### src/rtl/display_pkg.sv
// Shared types and segment codes for the stopwatch 4-digit multiplexed display.
// Segment order is {g,f,e,d,c,b,a}, active-low.
package display_pkg;

  localparam int NUM_DIGITS = 4;

  typedef logic [6:0]  seg_t;
  typedef logic [15:0] bcd4_t;

  localparam seg_t SEG_BLANK = 7'h7F;
  localparam seg_t SEG_DASH  = 7'h3F;

  localparam seg_t SEG_DIGIT [0:9] = '{
    7'h40, 7'h79, 7'h24, 7'h30, 7'h19,
    7'h12, 7'h02, 7'h78, 7'h00, 7'h10
  };

endpackage

### src/rtl/bcd_display_mux_if.sv
// Display-side bundle: packed BCD value and controls in, registered display drive out.
interface bcd_display_mux_if
  import display_pkg::*;
();

  // No handshake: bcd_in/hold/lzb_en are level inputs sampled every clk; the display
  // outputs are registered levels that change only on clk edges.
  bcd4_t      bcd_in;
  logic       hold;
  logic       lzb_en;
  seg_t       seg;
  logic       dp;
  logic [3:0] an;
  logic       digit_err;

  modport master (
    output bcd_in, hold, lzb_en,
    input  seg, dp, an, digit_err
  );

  modport slave (
    input  bcd_in, hold, lzb_en,
    output seg, dp, an, digit_err
  );

endinterface

### src/rtl/seg7_decoder.sv
// Combinational BCD nibble to 7-segment decoder; non-decimal nibbles show a dash.
module seg7_decoder
  import display_pkg::*;
(
  input  logic [3:0] nibble,
  output seg_t       seg,
  output logic       invalid
);

  always_comb begin
    seg     = SEG_DASH;
    invalid = 1'b1;
    if (nibble <= 4'd9) begin
      seg     = SEG_DIGIT[nibble];
      invalid = 1'b0;
    end
  end

endmodule

### src/rtl/bcd_display_mux.sv
// Four-digit multiplexed 7-segment driver with frame-aligned snapshot, hold,
// leading-zero blanking, fixed decimal point and inter-digit anti-ghost blanking.
module bcd_display_mux
  import display_pkg::*;
#(
  parameter int REFRESH_DIV  = 50000,
  parameter int BLANK_CYCLES = 16,
  parameter int DP_POS       = 2
) (
  input  logic             clk,
  input  logic             reset,
  bcd_display_mux_if.slave bus
);

  localparam int CW = (REFRESH_DIV > 2) ? $clog2(REFRESH_DIV) : 1;
  localparam logic [CW-1:0] DIV_LAST  = CW'(REFRESH_DIV - 1);
  localparam logic [CW-1:0] BLANK_END = CW'(BLANK_CYCLES);

  logic [CW-1:0] div_cnt;
  logic [1:0]    idx;
  bcd4_t         snap;

  logic       frame_start;
  logic [3:0] nibble;
  seg_t       dec_seg;
  logic       dec_invalid;
  logic [3:0] lead_zero;
  logic       lz_blank;
  logic       in_blank;

  seg_t       seg_d;
  logic       dp_d;
  logic [3:0] an_d;
  logic       err_set;

  assign frame_start = (div_cnt == '0) && (idx == 2'd0);

  always_ff @(posedge clk or posedge reset) begin
    if (reset) begin
      div_cnt <= '0;
      idx     <= 2'd0;
      snap    <= '0;
    end else begin
      if (div_cnt == DIV_LAST) begin
        div_cnt <= '0;
        idx     <= idx + 2'd1;
      end else begin
        div_cnt <= div_cnt + 1'b1;
      end
      // The only snapshot point, so a value never tears mid-frame.
      if (frame_start && !bus.hold) snap <= bus.bcd_in;
    end
  end

  assign nibble = snap[{idx, 2'b00} +: 4];

  seg7_decoder u_dec (
    .nibble  (nibble),
    .seg     (dec_seg),
    .invalid (dec_invalid)
  );

  // lead_zero[k] is set when every nibble from digit 3 down to digit k is zero.
  always_comb begin
    logic run;
    run       = 1'b1;
    lead_zero = '0;
    for (int k = NUM_DIGITS - 1; k >= 0; k--) begin
      run          = run && (snap[4*k +: 4] == 4'd0);
      lead_zero[k] = run;
    end
  end

  assign lz_blank = bus.lzb_en && (int'(idx) > DP_POS) && (idx != 2'd0) && lead_zero[idx];
  assign in_blank = (div_cnt < BLANK_END);

  always_comb begin
    an_d    = 4'hF;
    seg_d   = SEG_BLANK;
    dp_d    = 1'b1;
    err_set = 1'b0;
    if (!in_blank) begin
      an_d    = ~(4'b0001 << idx);
      dp_d    = (int'(idx) == DP_POS) ? 1'b0 : 1'b1;
      seg_d   = lz_blank ? SEG_BLANK : dec_seg;
      err_set = dec_invalid;
    end
  end

  always_ff @(posedge clk or posedge reset) begin
    if (reset) begin
      bus.seg       <= SEG_BLANK;
      bus.dp        <= 1'b1;
      bus.an        <= 4'hF;
      bus.digit_err <= 1'b0;
    end else begin
      bus.seg       <= seg_d;
      bus.dp        <= dp_d;
      bus.an        <= an_d;
      bus.digit_err <= bus.digit_err | err_set;
    end
  end

endmodule

### src/flat_wrapper.sv
// flat-port wrapper written by rule: the top's interface ports become plain ports
module bcd_display_mux_flat import display_pkg::*;
#(
  parameter int REFRESH_DIV  = 50000,
  parameter int BLANK_CYCLES = 16,
  parameter int DP_POS       = 2
)
  (clk, reset, bus_bcd_in, bus_hold, bus_lzb_en, bus_seg, bus_dp, bus_an, bus_digit_err);
  bcd_display_mux_if bus_i ();
  input  logic clk;
  input  logic reset;
  input wire logic [$bits(bus_i.bcd_in)-1:0] bus_bcd_in;
  input wire logic [$bits(bus_i.hold)-1:0] bus_hold;
  input wire logic [$bits(bus_i.lzb_en)-1:0] bus_lzb_en;
  output wire logic [$bits(bus_i.seg)-1:0] bus_seg;
  output wire logic [$bits(bus_i.dp)-1:0] bus_dp;
  output wire logic [$bits(bus_i.an)-1:0] bus_an;
  output wire logic [$bits(bus_i.digit_err)-1:0] bus_digit_err;
  assign bus_i.bcd_in = bus_bcd_in;
  assign bus_i.hold = bus_hold;
  assign bus_i.lzb_en = bus_lzb_en;
  assign bus_seg = bus_i.seg;
  assign bus_dp = bus_i.dp;
  assign bus_an = bus_i.an;
  assign bus_digit_err = bus_i.digit_err;
  bcd_display_mux #(.REFRESH_DIV(REFRESH_DIV), .BLANK_CYCLES(BLANK_CYCLES), .DP_POS(DP_POS)) u_core (.clk(clk), .reset(reset), .bus(bus_i));
endmodule
### config.mk
export PLATFORM = sky130hd
export DESIGN_NAME = bcd_display_mux_flat
export DESIGN_NICKNAME = d
export VERILOG_FILES = /design/src/rtl/display_pkg.sv /design/src/rtl/bcd_display_mux_if.sv /design/src/rtl/seg7_decoder.sv /design/src/rtl/bcd_display_mux.sv /design/src/flat_wrapper.sv
export SDC_FILE = /design/constraint.sdc
export NUM_CORES = 1
export LEC_CHECK = 0
export BUFFER_PORTS_ARGS = -buffer_cell sky130_fd_sc_hd__buf_2
export CAP_MARGIN = 25
export CORE_ASPECT_RATIO = 1.25
export CORE_MARGIN = 2
export CORE_UTILIZATION = 36
export DETAILED_ROUTE_END_ITERATION = 16
export SLEW_MARGIN = 20
export SYNTH_ARGS = -nofsm -noshare
export SYNTH_HDL_FRONTEND = slang
export SYNTH_SLANG_ARGS = --single-unit
### constraint.sdc
create_clock -name clk -period 2.9 [get_ports clk]
set_input_delay 0.58 -clock clk [delete_from_list [all_inputs] [get_ports clk]]
set_output_delay 0.58 -clock clk [all_outputs]
set_load 0.02 [all_outputs]
# After elaboration in Yosys (flattened, before gate mapping)
# Memory sizes are Yosys's and may differ from the RTL's.
# Cells that the tools add are included.
# totals
ff_bits,47
out_inout_bits,13
memories,1
in_bits,20
wordCells,51
mem_bits_ro,112
# memory_table
name,words,word_bits,rd,rd_ports_with_merged_regs,write_ports,line_no,text
(name not given),16,7,1,0,0,seg7_decoder.sv:14,seg = SEG_DIGIT[nibble];
# classes
n_eq_ne,2
addsub,2
reduce_logical,16
bitwise_logic,3
mux,13
shifts,2
magnitude_cmp,5
# op_table
cell,count
$mux W7,5
$add A16 B1 Y16 const B,1
$eq A16 B16 Y1 const B,1
$logic_not A16 Y1,1
$logic_not A4 Y1,4
$lt A16 B5 Y1 const B,1
$mux W16,1
$shiftx A16 B5 Y4,1
$logic_and A1 B1 Y1,8
$ge A5 B5 Y1 const B,1
$mux W1,5
$not A4 Y5,1
$le A4 B4 Y1 const B,1
$mux W4,1
$not A4 Y4,1
$shl A1 B2 Y4 const A,1
$lt A2 B3 Y1 const B,1
$add A2 B1 Y2 const B,1
$bmux W1 S2,1
$eq A2 B2 Y1 const B,1
$gt A2 B2 Y1 const B,1
$logic_not A2 Y1,1
$reduce_bool A2 Y1,1
$logic_not A1 Y1,1
$or A1 B1 Y1,1

# Depth between registers and ports, before layout
# depth
word_depth,9
ltp_mapped,8
depth_no_buf,7

# By module
# Synthesis repeated with hierarchy kept, for this count alone.
# unflattened
cells_unflattened,197
hier_area_um2,2418.6
# modules_own_cells
mod,cells_each,seq_area_each_um2,instances,area_each_um2
bcd_display_mux,171,1164.9,1,2182.1
seg7_decoder,26,0.0,1,236.5

# Least setup slack after synthesis
# No wires, ideal clock.
# synth_timing
kind,register to register
start,register u_core.idx[0]
end,register u_core.snap[0]
required_time_ps,2775
stages_incl_launch_ff,9
arrival_time_ps,2229
setup_ps,125
path_slack_ps,546
period_less_slack_ps,2354
n_path_buf,3
cell_sequence,dfrtp_1 -> clkbuf_1 -> inv_1 -> ha_1 -> or4bb_1 -> or3_1 -> buf_6 -> buf_12 -> mux2_4
# synth_via
elab_chain_cells,3
# synth_rtl
element,line_no,text
start: declaration,bcd_display_mux.sv:20,logic [1:0] idx;
start signal: assignment,bcd_display_mux.sv:46,idx <= idx + 2'd1;
$logic_not A2 Y1,bcd_display_mux.sv:36,assign frame_start = (div_cnt == '0) && (idx == 2'd0);
$logic_and A1 B1 Y1,bcd_display_mux.sv:36,
$logic_and A1 B1 Y1,bcd_display_mux.sv:51,if (frame_start && !bus.hold) snap <= bus.bcd_in;
end signal: assignment,bcd_display_mux.sv:51,
end: declaration,bcd_display_mux.sv:21,bcd4_t snap;
# Every way passes these cells.
# A chain may end at the register's enable or synchronous reset.

# Final worst setup path
# layout_timing
start,register u_core.idx[1]
end,register u_core.snap[15]
# The elaborated chain is that of the path after synthesis.

==> flow_metrics.env <==
export IMPL_dieArea_mm2=0.00699
export IMPL_wl_per_cell_um=13.8
export IMPL_firstDrtPassIters=4
export IMPL_synth_edff_count=0
export IMPL_power_density_mw_per_mm2=497
export IMPL_root_buffer="clkbuf_8"
export IMPL_yosys_register_bits=46
export IMPL_ys_async_sr_fraction=1.00
export IMPL_cts_tree="yes"
export IMPL_slowest_delay_ns=0.67
export IMPL_slew_viol_final=0
export IMPL_cp_end_kind="register"
export IMPL_synth_cell_types=43
export IMPL_drt_iter0_markers=92
export IMPL_post_cts_resized=0
export IMPL_vias_per_cell=4.76
export IMPL_critical_path_max_fanout=16
export IMPL_placed_cell_area_mm2=0.00251
export IMPL_overflow=0
export IMPL_fin_crit_ns=2.53
export IMPL_power_total_mw=1.30
export IMPL_status="finished, final reports clean"
export IMPL_cp_start_kind="register"
export IMPL_n_antenna_cell=0
export IMPL_worstSetupPathType="register to register"
export IMPL_h_tree_depth=2
export IMPL_required_ns=3.09
export IMPL_p_leak_nw=1.21
export IMPL_syn_inst=184
export IMPL_fin_area_mm2=0.00262
export IMPL_rsz0062_at_grt="false"
export IMPL_skew_ns=0.0121
export IMPL_setup_viol_count_final=0
export IMPL_routed_wl_mm=4.20
export IMPL_vdd_drop_max_mv=0.231
export IMPL_r2r_slack_ns=0.37
export IMPL_grt_pass1_wl_mm=6.91
export IMPL_finalHoldViolations=0
export IMPL_finalSetupTns_ns=0
export IMPL_area_growth_pct=15.0
export IMPL_ioPinCount=33
export IMPL_multi_input_area_mm2=0.00102
export IMPL_drive_above_1_share=0.359
export IMPL_synth_ff_type="dfrtp_1"
export IMPL_io_buffer_count=32
export IMPL_ant_nets=0
export IMPL_pre_cts_ws_ns=0.378
export IMPL_crit_chain="inv_1 > ha_1 > or4bb_1 > or3_1 > mux2_4"
export IMPL_whs_ns=0.410
export IMPL_r2r_start="u_core.idx[1]"
export IMPL_synth_most_common_cell="dfrtp_1"
export IMPL_maxCapViolations=0
export IMPL_clock_path_buffers=2
export IMPL_cp_data_arrival_time_ns=2.72
export IMPL_coreArea_mm2=0.00617
export IMPL_grt_max_degree=47
export IMPL_synth_area_leader_cell="dfrtp_1"
export IMPL_cp_slowest_cell="or3_1"
export IMPL_finalWeightedCongestion=0.777
export IMPL_drc=0
export IMPL_area_sequential_mm2=0.00116
export IMPL_syn_area_mm2=0.00228
export IMPL_clk_pin_slew_worst_paths_ns=0.09
export IMPL_via_count=1452
export IMPL_yosysTopAreaCellShare=0.384
export IMPL_row_count=32
export IMPL_final_nets=250
export IMPL_synth_nets=215
export IMPL_worstReg2RegEnd="u_core.snap[15]"
export IMPL_hold_buffers=0
export IMPL_rr_worst_depth=5
export IMPL_synthTopCellsByArea="dfrtp_1 38%, dfstp_2 13%, mux2_4 6.6%"
export IMPL_place_inst=297
export IMPL_relSlewSlack=0.448
export IMPL_postCtsSetupBuffers=0
export IMPL_yosysSeqAreaShare=0.511
export IMPL_grt_pass1_vias=1403
export IMPL_worst_pin_slew_ns=0.827
export IMPL_initial_core_util=0.370
export IMPL_dp_hpwl_mm=3.10
export IMPL_fin_crit_sh=0.874
export IMPL_die_x_um=75.2
export IMPL_grt_usage=0.131
export IMPL_syn_area_per_cell_um2=12.4
export IMPL_worstSkewPairLatency_ns=0.30
export IMPL_final_cells=305
export IMPL_ys_top_cells_by_count="35 x dfrtp_1, 12 x nor2_1, 11 x dfstp_2, 11 x ha_1, 11 x inv_1"
export IMPL_hold_path_class="input pin to asynchronous set/reset pin"
export IMPL_setup_slack_ns=0.367
export IMPL_cts_buffers=5
export IMPL_max_freq_mhz=395
export IMPL_nFillCells=613
export IMPL_finalCoreUtilization=0.425
export IMPL_antenna_found_initial=0
export IMPL_chipHeight_um=92.9
export IMPL_ys_warnings_count=0
export IMPL_cts_sinks=46
registers in the layout, indices dropped and copies added (netlist names):
register,flops
u_core.bus.seg,7
u_core.div_cnt,16
u_core.idx,2
u_core.bus.dp,1
u_core.bus.an,3
u_core.bus.digit_err,1
u_core.snap,16
layout make-up:
type / instances / share of cell area
Clock buffer: 6 / 0.0277
Clock inverter: 2 / 0.0143
Inverter: 11 / 0.0158
Multi-Input combinational cell: 121 / 0.390
Sequential cell: 46 / 0.445
Tap cell: 85 / 0.0406
Timing Repair Buffer: 34 / 0.0669
worst max-delay path, delay by kind of cell (launching register included):
family,cells,cell delay [ns]
simple gates,2,1.14
flops,1,0.51
buf+inv,1,0.15
mux,1,0.42
fa+ha+maj,1,0.21
worst max path at each step:
stage                     cells after the start               to           from  slack [ns]
final                                         5  u_core.snap[15]  u_core.idx[1]        0.37
after global routing                          5  u_core.snap[13]  u_core.idx[1]        0.23
after detailed placement                      5   u_core.snap[4]  u_core.idx[1]        0.38
after floorplan                               8   u_core.snap[0]  u_core.idx[0]        0.55
after global placement                        5   u_core.snap[4]  u_core.idx[1]        0.44
after CTS                                     5  u_core.snap[15]  u_core.idx[1]        0.36
per-layer routing:
metal,track usage,part of all wire,vias up
li1,-,-,711
met1,0.175,0.43,709
met2,0.211,0.52,28
met3,0.0229,0.042,4
met4,0.0482,0.0079,0
met5,0,0,-
cells in the final DEF, fill, tap and decap left out, types with 2 or more instances in the layout:
cell type | synthesis | final
dfrtp_1 | 35 | 35
buf_2 | 0 | 32
nor2_1 | 12 | 12
ha_1 | 11 | 11
dfstp_2 | 11 | 11
inv_1 | 11 | 10
mux2_4 | 10 | 10
nand2_1 | 7 | 7
nor4_1 | 7 | 7
mux2_2 | 7 | 7
xnor2_1 | 7 | 7
nand3_1 | 6 | 6
xor2_1 | 6 | 6
clkbuf_8 | 0 | 5
nor3_1 | 4 | 4
mux4_2 | 4 | 4
nand4_1 | 4 | 4
a21oi_1 | 4 | 4
nand2b_1 | 3 | 3
a21o_1 | 3 | 3
and2_1 | 2 | 2
o21ai_0 | 2 | 2
nor2b_1 | 2 | 2
o211ai_1 | 2 | 2
o21bai_1 | 2 | 2
buf_4 | 1 | 2
where the power goes:
group	total (mW)	switching [mW]	internal, mW
clock network	0.473	0.216	0.257
logic	0.130	0.0683	0.0614
registers	0.700	0.0185	0.682
cells by family after synthesis:
| family | after synthesis | synth area share |
|---|---|---|
| simple gates | 58 | 0.146 |
| xor+xnor | 13 | 0.0500 |
| mux | 21 | 0.140 |
| flops | 46 | 0.511 |
| fa+ha+maj | 11 | 0.0604 |
| compound gates | 18 | 0.0527 |
| buf+inv | 17 | 0.0401 |
Power figures use the tool's default switching activity.
